$ cat src/rtl/booth_mult32_pkg.sv
// Shared constants and types for the radix-2 Booth multiplier and its adder.
package mult_pkg;

    localparam int MULT_W     = 32;
    localparam int MULT_ITERS = 32;
    localparam int CNT_W      = $clog2(MULT_ITERS);

    localparam logic [CNT_W-1:0] CNT_LAST = CNT_W'(MULT_ITERS - 1);

    // Booth codes formed from {Q[0], q_m1}
    localparam logic [1:0] BOOTH_ADD = 2'b01;
    localparam logic [1:0] BOOTH_SUB = 2'b10;

    typedef enum logic [1:0] {
        ST_IDLE = 2'd0,
        ST_BUSY = 2'd1,
        ST_DONE = 2'd2
    } state_t;

endpackage

$ cat src/rtl/booth_mult32_if.sv
// Start/operand/result bundle between the execute stage and the multiplier.
interface booth_mult32_if;
    import mult_pkg::*;

    logic              ctrl_MULT;
    logic [MULT_W-1:0] data_operandA;
    logic [MULT_W-1:0] data_operandB;
    logic [MULT_W-1:0] data_result;
    logic              data_exception;
    logic              data_resultRDY;

    modport master (
        output ctrl_MULT, data_operandA, data_operandB,
        input  data_result, data_exception, data_resultRDY
    );

    modport slave (
        input  ctrl_MULT, data_operandA, data_operandB,
        output data_result, data_exception, data_resultRDY
    );

endinterface

$ cat src/rtl/booth_mult32_cla32bit.sv
// 32-bit add/subtract built from 4-bit carry-lookahead groups; sub inverts b and injects carry-in.
module cla32bit
    import mult_pkg::*;
(
    input  logic [MULT_W-1:0] a,
    input  logic [MULT_W-1:0] b,
    input  logic              sub,
    output logic [MULT_W-1:0] sum,
    output logic              cout
);
    localparam int GROUPS = MULT_W / 4;

    logic [MULT_W-1:0] b_eff;
    logic [MULT_W-1:0] g;
    logic [MULT_W-1:0] p;
    logic [GROUPS:0]   gc;

    assign b_eff = b ^ {MULT_W{sub}};
    assign g     = a & b_eff;
    assign p     = a ^ b_eff;
    assign gc[0] = sub;

    generate
        for (genvar gi = 0; gi < GROUPS; gi++) begin : g_grp
            logic [3:0] gg;
            logic [3:0] pp;
            logic [4:0] c;

            assign gg   = g[4*gi +: 4];
            assign pp   = p[4*gi +: 4];
            assign c[0] = gc[gi];
            assign c[1] = gg[0] | (pp[0] & c[0]);
            assign c[2] = gg[1] | (pp[1] & gg[0]) | (pp[1] & pp[0] & c[0]);
            assign c[3] = gg[2] | (pp[2] & gg[1]) | (pp[2] & pp[1] & gg[0])
                        | (pp[2] & pp[1] & pp[0] & c[0]);
            assign c[4] = gg[3] | (pp[3] & gg[2]) | (pp[3] & pp[2] & gg[1])
                        | (pp[3] & pp[2] & pp[1] & gg[0]) | ((&pp) & c[0]);

            assign sum[4*gi +: 4] = pp ^ c[3:0];
            assign gc[gi+1]       = c[4];
        end
    endgenerate

    assign cout = gc[GROUPS];

endmodule

$ cat src/rtl/booth_mult32.sv
// Sequential 32x32 signed radix-2 Booth multiplier: one step per clock, low word plus overflow flag.
module booth_mult32
    import mult_pkg::*;
(
    input  logic                 clock,
    input  logic                 reset_n,
    booth_mult32_if.slave        bus
);
    localparam int MSB = MULT_W - 1;

    state_t             state_reg, state_next;
    logic [MULT_W-1:0]  m_reg, m_next;
    logic [MULT_W-1:0]  a_reg, a_next;
    logic [MULT_W-1:0]  q_reg, q_next;
    logic               q_m1_reg, q_m1_next;
    logic [CNT_W-1:0]   cnt_reg, cnt_next;
    logic [MULT_W-1:0]  result_reg, result_next;
    logic               exception_reg, exception_next;
    logic               rdy_reg, rdy_next;

    logic [1:0]         booth;
    logic               sub;
    logic               use_adder;
    logic [MULT_W-1:0]  cla_sum;
    logic               cla_cout;
    logic [MULT_W-1:0]  step_sum;
    logic               sign_t;

    assign booth     = {q_reg[0], q_m1_reg};
    assign sub       = (booth == BOOTH_SUB);
    assign use_adder = (booth == BOOTH_ADD) || (booth == BOOTH_SUB);

    cla32bit u_cla (
        .a    (a_reg),
        .b    (m_reg),
        .sub  (sub),
        .sum  (cla_sum),
        .cout (cla_cout)
    );

    // Bit 32 of the sign-extended sum: equal to sum[31] ^ overflow, using the adder's carry-out.
    assign step_sum = use_adder ? cla_sum : a_reg;
    assign sign_t   = use_adder ? (a_reg[MSB] ^ (m_reg[MSB] ^ sub) ^ cla_cout) : a_reg[MSB];

    always_comb begin
        state_next     = state_reg;
        m_next         = m_reg;
        a_next         = a_reg;
        q_next         = q_reg;
        q_m1_next      = q_m1_reg;
        cnt_next       = cnt_reg;
        result_next    = result_reg;
        exception_next = exception_reg;
        rdy_next       = 1'b0;

        case (state_reg)
            ST_BUSY: begin
                a_next    = {sign_t, step_sum[MSB:1]};
                q_next    = {step_sum[0], q_reg[MSB:1]};
                q_m1_next = q_reg[0];
                cnt_next  = cnt_reg + CNT_W'(1);
                if (cnt_reg == CNT_LAST)
                    state_next = ST_DONE;
            end
            ST_DONE: begin
                result_next    = q_reg;
                exception_next = (a_reg != {MULT_W{q_reg[MSB]}});
                rdy_next       = 1'b1;
                state_next     = ST_IDLE;
            end
            ST_IDLE: ;
            default: state_next = ST_IDLE;
        endcase

        // A start overrides the step/idle behaviour but still lets a finishing result publish.
        if (bus.ctrl_MULT) begin
            m_next     = bus.data_operandA;
            a_next     = '0;
            q_next     = bus.data_operandB;
            q_m1_next  = 1'b0;
            cnt_next   = '0;
            state_next = ST_BUSY;
        end
    end

    always_ff @(posedge clock) begin
        if (!reset_n) begin
            state_reg     <= ST_IDLE;
            m_reg         <= '0;
            a_reg         <= '0;
            q_reg         <= '0;
            q_m1_reg      <= 1'b0;
            cnt_reg       <= '0;
            result_reg    <= '0;
            exception_reg <= 1'b0;
            rdy_reg       <= 1'b0;
        end else begin
            state_reg     <= state_next;
            m_reg         <= m_next;
            a_reg         <= a_next;
            q_reg         <= q_next;
            q_m1_reg      <= q_m1_next;
            cnt_reg       <= cnt_next;
            result_reg    <= result_next;
            exception_reg <= exception_next;
            rdy_reg       <= rdy_next;
        end
    end

    assign bus.data_result    = result_reg;
    assign bus.data_exception = exception_reg;
    assign bus.data_resultRDY = rdy_reg;

endmodule

$ cat src/flat_wrapper.sv
// flat-port wrapper written by rule: the top's interface ports become plain ports
module booth_mult32_flat import mult_pkg::*;
  (clock, reset_n, bus_ctrl_MULT, bus_data_operandA, bus_data_operandB, bus_data_result, bus_data_exception, bus_data_resultRDY);
  booth_mult32_if bus_i ();
  input  logic clock;
  input  logic reset_n;
  input wire logic [$bits(bus_i.ctrl_MULT)-1:0] bus_ctrl_MULT;
  input wire logic [$bits(bus_i.data_operandA)-1:0] bus_data_operandA;
  input wire logic [$bits(bus_i.data_operandB)-1:0] bus_data_operandB;
  output wire logic [$bits(bus_i.data_result)-1:0] bus_data_result;
  output wire logic [$bits(bus_i.data_exception)-1:0] bus_data_exception;
  output wire logic [$bits(bus_i.data_resultRDY)-1:0] bus_data_resultRDY;
  assign bus_i.ctrl_MULT = bus_ctrl_MULT;
  assign bus_i.data_operandA = bus_data_operandA;
  assign bus_i.data_operandB = bus_data_operandB;
  assign bus_data_result = bus_i.data_result;
  assign bus_data_exception = bus_i.data_exception;
  assign bus_data_resultRDY = bus_i.data_resultRDY;
  booth_mult32 u_core (.clock(clock), .reset_n(reset_n), .bus(bus_i));
endmodule
$ cat config.mk
export PLATFORM = sky130hd
export DESIGN_NAME = booth_mult32_flat
export DESIGN_NICKNAME = d
export VERILOG_FILES = /design/src/rtl/booth_mult32_pkg.sv /design/src/rtl/booth_mult32_if.sv /design/src/rtl/booth_mult32_cla32bit.sv /design/src/rtl/booth_mult32.sv /design/src/flat_wrapper.sv
export SDC_FILE = /design/constraint.sdc
export NUM_CORES = 1
export LEC_CHECK = 0
export CAP_MARGIN = 20
export CORE_MARGIN = 10
export CORE_UTILIZATION = 60
export CTS_CLUSTER_DIAMETER = 80
export CTS_CLUSTER_SIZE = 25
export DETAILED_ROUTE_END_ITERATION = 7
export PLACE_DENSITY = 0.86
export SETUP_SLACK_MARGIN = 0.1
export SLEW_MARGIN = 30
export SYNTH_ARGS = -nofsm -noshare
export SYNTH_HDL_FRONTEND = slang
export SYNTH_SLANG_ARGS = --single-unit
$ cat constraint.sdc
create_clock -name clock -period 10.85 [get_ports clock]
set_input_delay 2.17 -clock clock [delete_from_list [all_inputs] [get_ports clock]]
set_output_delay 2.17 -clock clock [all_outputs]
set_load 0.05 [all_outputs]
======== Word-level counts from Yosys, hierarchy flattened ========
Index checks and enable logic that the tools add are counted.
storage, ports and cells
  input bits .............................. 67
  register bits ........................... 138
  logic and storage cells ................. 259
operators by class
  equal/unequal tests ..................... 9
  add/subtract/negate cells ............... 1
  muxes and demuxes ....................... 7
  reduce and logical (&&, ||, !) cells .... 15
  bitwise gates (word level) .............. 216
operator list
  operator                                                                  number
  1-bit bitwise AND                                                         120
  32-bit 2-to-1 mux                                                         3
  1-bit bitwise OR                                                          80
  32-bit bitwise XOR                                                        2
  32-bit bitwise AND                                                        1
  32-bit inequality test                                                    1
  4-bit AND reduction                                                       8
  4-bit bitwise XOR                                                         8
  2-bit AND reduction                                                       3
  5-bit by 1-bit adder with 5-bit output (second input constant)            1
  5-bit equality test (second input constant)                               1
  2-bit by 1-bit equality test with 1-bit output (second input constant)    2
  2-bit equality test (second input constant)                               2
  2-bit case mux with 2 select lines                                        1
  3-bit by 2-bit inequality test with 1-bit output (second input constant)  1
  1-bit bitwise XOR                                                         3
  2-bit logical NOT                                                         1
  1-bit 2-to-1 mux                                                          2
  2-bit 2-to-1 mux                                                          1
  2-bit by 1-bit inequality test with 1-bit output (second input constant)  1
  2-bit inequality test (second input constant)                             1
  1-bit NOT                                                                 2
  2-bit nonzero test                                                        1
  2-bit OR reduction                                                        1
  1-bit logical OR                                                          1

======== Depth between registers and ports, before layout ========
  depth after elaboration ................. 26
  gate-level depth with buffers ........... 18
  mapped depth without buffers ............ 16

======== By module ========
Synthesis repeated with hierarchy kept, for this count alone.
second synthesis, totals
  cell total of the unflattened synthesis .. 857
  area, all modules ....................... 7,783.7 µm²
modules (own cells, without submodules)
  module        seq. area each (µm²)  cells an instance  area each (µm²)  instances
  booth_mult32  2,762.6               639                6,063.3          1
  cla32bit      0.0                   218                1,720.4          1

======== Worst setup path after synthesis ========
Ideal clock, no wire load.
  path type ............................... register to register
  start ................................... register u_core.q_reg[0]
  end ..................................... register u_core.a_reg[27]
  path slack .............................. 6.786 ns
  buffers on the path ..................... 2
  stages on the path, launching flop included .. 17
  library setup time ...................... 0.071 ns
  data arrival time ....................... 3.993 ns
  cell sequence ........................... dfxtp_1 -> ha_1 -> buf_6 -> clkbuf_1 -> xor2_1 -> ha_1 -> a21o_1 -> a221o_1 -> a221o_1 -> a311o_1 -> a21oi_4 -> o21bai_1 -> a21oi_1 -> fa_1 -> o21ai_0 -> nand2_1 -> a21oi_1
between the ends
  word-level cells in the longest chain between the ends .. 22
ends and longest elaborated chain
  item                                                      RTL line                                                  text
  from (decl)                                               booth_mult32.sv:14                                        logic [MULT_W-1:0] q_reg, q_next;
  from (signal assigned)                                    booth_mult32.sv:101                                       q_reg <= q_next;
  2-bit equality test                                       booth_mult32.sv:30, booth_mult32.sv:31
  32-bit bitwise XOR                                        booth_mult32_cla32bit.sv:18                               assign b_eff = b ^ {MULT_W{sub}};
  32-bit bitwise XOR or 32-bit bitwise AND (tied branches)  booth_mult32_cla32bit.sv:20, booth_mult32_cla32bit.sv:19
  1-bit bitwise AND (on tied branches)                      booth_mult32_cla32bit.sv:36, booth_mult32_cla32bit.sv:37
  1-bit bitwise OR (tied with other cells)                  booth_mult32_cla32bit.sv:36                               assign c[4] = gg[3] | (pp[3] & gg[2]) | (pp[3] & pp[2] & gg[1])
  1-bit bitwise OR or 1-bit bitwise AND (tied branches)     booth_mult32_cla32bit.sv:36, booth_mult32_cla32bit.sv:37
  1-bit bitwise OR (2 in series)                            booth_mult32_cla32bit.sv:37                               | (pp[3] & pp[2] & pp[1] & gg[0]) | ((&pp) & c[0]);
  1-bit bitwise AND                                         booth_mult32_cla32bit.sv:37
  (+5 left out)                                             n/a
  1-bit bitwise AND                                         booth_mult32_cla32bit.sv:37
  1-bit bitwise OR                                          booth_mult32_cla32bit.sv:37
  1-bit bitwise AND                                         booth_mult32_cla32bit.sv:37
  1-bit bitwise OR                                          booth_mult32_cla32bit.sv:37
  1-bit bitwise AND                                         booth_mult32_cla32bit.sv:37
  1-bit bitwise OR                                          booth_mult32_cla32bit.sv:37
  4-bit bitwise XOR                                         booth_mult32_cla32bit.sv:39                               assign sum[4*gi +: 4] = pp ^ c[3:0];
  32-bit 2-to-1 mux *                                       booth_mult32.sv:42                                        assign step_sum = use_adder ? cla_sum : a_reg;
  to (signal assigned)                                      booth_mult32.sv:100                                       a_reg <= a_next;
  to (decl)                                                 booth_mult32.sv:13                                        logic [MULT_W-1:0] a_reg, a_next;
Every way passes the cells marked *; elsewhere a longest branch is shown, timed or not.
A chain may end at the register's enable or synchronous reset.

======== Worst setup path in the final report ========
Same ends and word-level chain as after synthesis.

==> flow_summary.ini <==
[timing]
hold_viol = 0
finalCritPeriodShare_pct = 40.0
rsz0062_at_grt = no
clock.fmax_mhz = 230
totalNegativeSetupSlack_ps = 0
final-setup-viol-count = 0
slew_violations = 0
fin_skew_ps = 5.04
worst_slew_pin_slew_ps = 937
max_slew_margin_pct = 37.4
period_needed_ps = 4340

[detailed_routing]
drt_iter0_markers = 609
vias = 6447
routed_wl_um = 17300
post-route-drc-count = 0
wl_per_cell_um = 15.0
dr.pass1.iters = 5
ant_nets = 0
vias_per_cell = 5.58

[floorplan]
initial_utilization_pct = 61.9
ios = 101
die_h_um = 132
die_width_um = 132
die_area_um2 = 17400
rows = 40
coreArea_um2 = 12100

[logic_synthesis]
synth_top_family_by_area = simple AND/OR/NAND/NOR gates
synth_fp_nets = 1019
synthSimpleGateAreaFrac_pct = 20.7
synthesis.area_um2 = 7490
yosys.area.top_type = dfxtp_1
yosys-mux-area-fraction_pct = 4.54
ys_async_sr_fraction_pct = 0
synth_enable_flop_cells = 0
synth_cells = 910
synthAdderAreaFrac_pct = 7.71
synth.ff_latch_count = 138
synth.avg_cell_area_um2 = 8.24
ys.warnings.count = 0
synthFlopType = dfxtp_1
synthTopCellsByArea = dfxtp_1 37%, nand2_1 8.5%, a21oi_1 6.9%, ha_1 5.8%, nor2b_1 5.8%
synth_compound_area_share_pct = 19.5
yosysSeqAreaShare_pct = 36.9
synthXorXnorAreaFrac_pct = 6.43
synth.top_cell.area_share_pct = 36.9
synth_cell_types = 54

[grt]
grt_pass1_wl_um = 29500
antenna_found_initial = 0
grt_overflow = 0
grt_usage_pct = 19.9
grt_max_degree = 102
grt_pass1_vias = 6146

[layout]
postLayoutCellArea_um2 = 9150
syn_to_final_growth_pct = 22.1
drive_above_1_share_pct = 5.17
fin_nets = 1085
final_cell_mix = 169 x nand2_1, 138 x dfxtp_1, 104 x a21oi_1
multi_input_area_um2 = 4430
register_area_um2 = 2760
final_common_cell = nand2_1
diodes = 0
nFillCells = 868

[clocking]
clock_tree.root_cell = clkbuf_16
cts-resized-gates = 0
cts_num_sinks = 138
insertion_delay_ps = 420
cts_buffers = 17
cts_tree = done
clkTransAtPathRegs_ps = 60
cts_buffer_depth = 2
ctsHoldBuffers = 0
ctsHtreeMaxLevel = 4
postCtsSetupRepairBufs = 0

[placement]
port_buffers = 100
dpl_cell_area_um2 = 8540
hpwl_um = 11300
place.gp.congestion = 0.909

[power_and_ir_drop]
switching_share_pct = 24.2
pwr-share-seq_pct = 41.1
clkPwrFrac_pct = 45.5
internal-power_mw = 1.00
combPwrFrac_pct = 13.4
leakage_nw = 3.55
p_sw_mw = 0.320
p_per_area_nw_per_um2 = 144
ir_drop_v = 0.000135

[setup_path]
crit_path_end_kind = register
required_ps = 11190
cp_slowest_stage_delay_ps = 460
worstSetupStartpointType = register
crit_family = compound AO/OA/AOI/OAI gates
cp_max_fo = 35
crit_slowest_cell = buf_4
cp.depth = 15
arrival_ps = 4680
path_class = reg2reg
crit_chain = ha_2 > buf_4 > xor2_1 > ha_1 > a21o_1 > a221o_1 > a221o_1 > a311o_1 > a21oi_4 > o21bai_1 > a21oi_1 > fa_1 > o21ai_0 > nand2_1 > a21oi_1
path_buf_inv = 1
reg2reg_depth = 15

[outcome]
status = completed

[min_path]
whs_path_depth = 2
hold_path_class = reg2reg

[job]
max-cap-violations = 0
stage by stage:
stage / hold slack, ps / power, mW / instances / setup slack [ps] / util [%]
after CTS: 462 / 1.33 / 1155 / 6510 / 75.5
final: 460 / 1.32 / 1155 / 6510 / 75.5
after global placement: 444 / 0.722 / 1125 / 6640 / 70.5
after global routing: 476 / 1.37 / 1155 / 6160 / 75.5
after detailed placement: 454 / 0.727 / 1125 / 6560 / 70.5
after floorplan: 436 / 0.675 / 910 / 6790 / -
routing by layer:
metal	track usage, %	share of wire, %
met1	25.5	47
met2	32.3	47
met3	4.50	4.6
met4	6.24	1.1
met5	0	0
worst register-to-register path: cells and delay by family (launching register included):
kind | cells | cell delay, ps
DFF | 1 | 370
AOI/OAI and AO/OA | 9 | 2190
xor gates and xnor gates | 1 | 160
and+or+nand+nor | 1 | 80
adders and majority gates | 3 | 1000
buffers and inverters | 1 | 460
synthesized netlist by cell type, types with 2 or more instances:
master and count:
nand2_1 169, dfxtp_1 138, a21oi_1 104, nor2b_1 70, clkbuf_1 50, xor2_1 46, ha_1 35, mux2i_1 34
a21boi_0 33, nor2_1 30, inv_1 23, o21ai_0 23, a211oi_1 18, nor3_1 14, buf_1 10, a31oi_1 9
xnor2_1 9, and3_1 8, nand3_1 8, o211ai_1 8, fa_1 7, nand4_1 7, nor4_1 6, a21o_1 5
nand3b_1 5, o21bai_1 4, nand2b_1 3, o211a_1 3, a221o_1 2, a22oi_1 2, and2_1 2, and4_1 2
o41ai_1 2
cell type report:
class,count,area share (%)
flip-flops and latches,138,30.2
clock inverters,7,1.55
multi-input cells,688,48.4
inverters,23,0.944
repair buffers,108,11.5
well taps,168,2.30
clock buffers,23,5.11
final timing paths:
kind	startpoint	to	slack (ps)
setup / recovery	u_core.q_reg[0]	u_core.a_reg[27]	6510
hold / removal	u_core.bus.data_result[10]	u_core.bus.data_result[10]	460
setup reg to reg	u_core.q_reg[0]	u_core.a_reg[27]	6510
hold reg to reg	u_core.bus.data_result[10]	u_core.bus.data_result[10]	460
power groups by stage:
stage | registers (mW) | logic [mW] | clock network [mW]
2_1_floorplan | 0.548 | 0.127 | 0
3_3_place_gp | 0.553 | 0.170 | 0
3_5_place_dp | 0.553 | 0.174 | 0
4_1_cts | 0.543 | 0.177 | 0.610
5_1_grt | 0.545 | 0.199 | 0.629
6_report | 0.543 | 0.177 | 0.601
logic make-up after synthesis:
family | Yosys count
muxes | 34
buffers and inverters | 84
DFF | 138
and+or+nand+nor | 328
adders and majority gates | 42
xor gates and xnor gates | 55
AOI/OAI and AO/OA | 229
(Power assumes the default switching activity.)
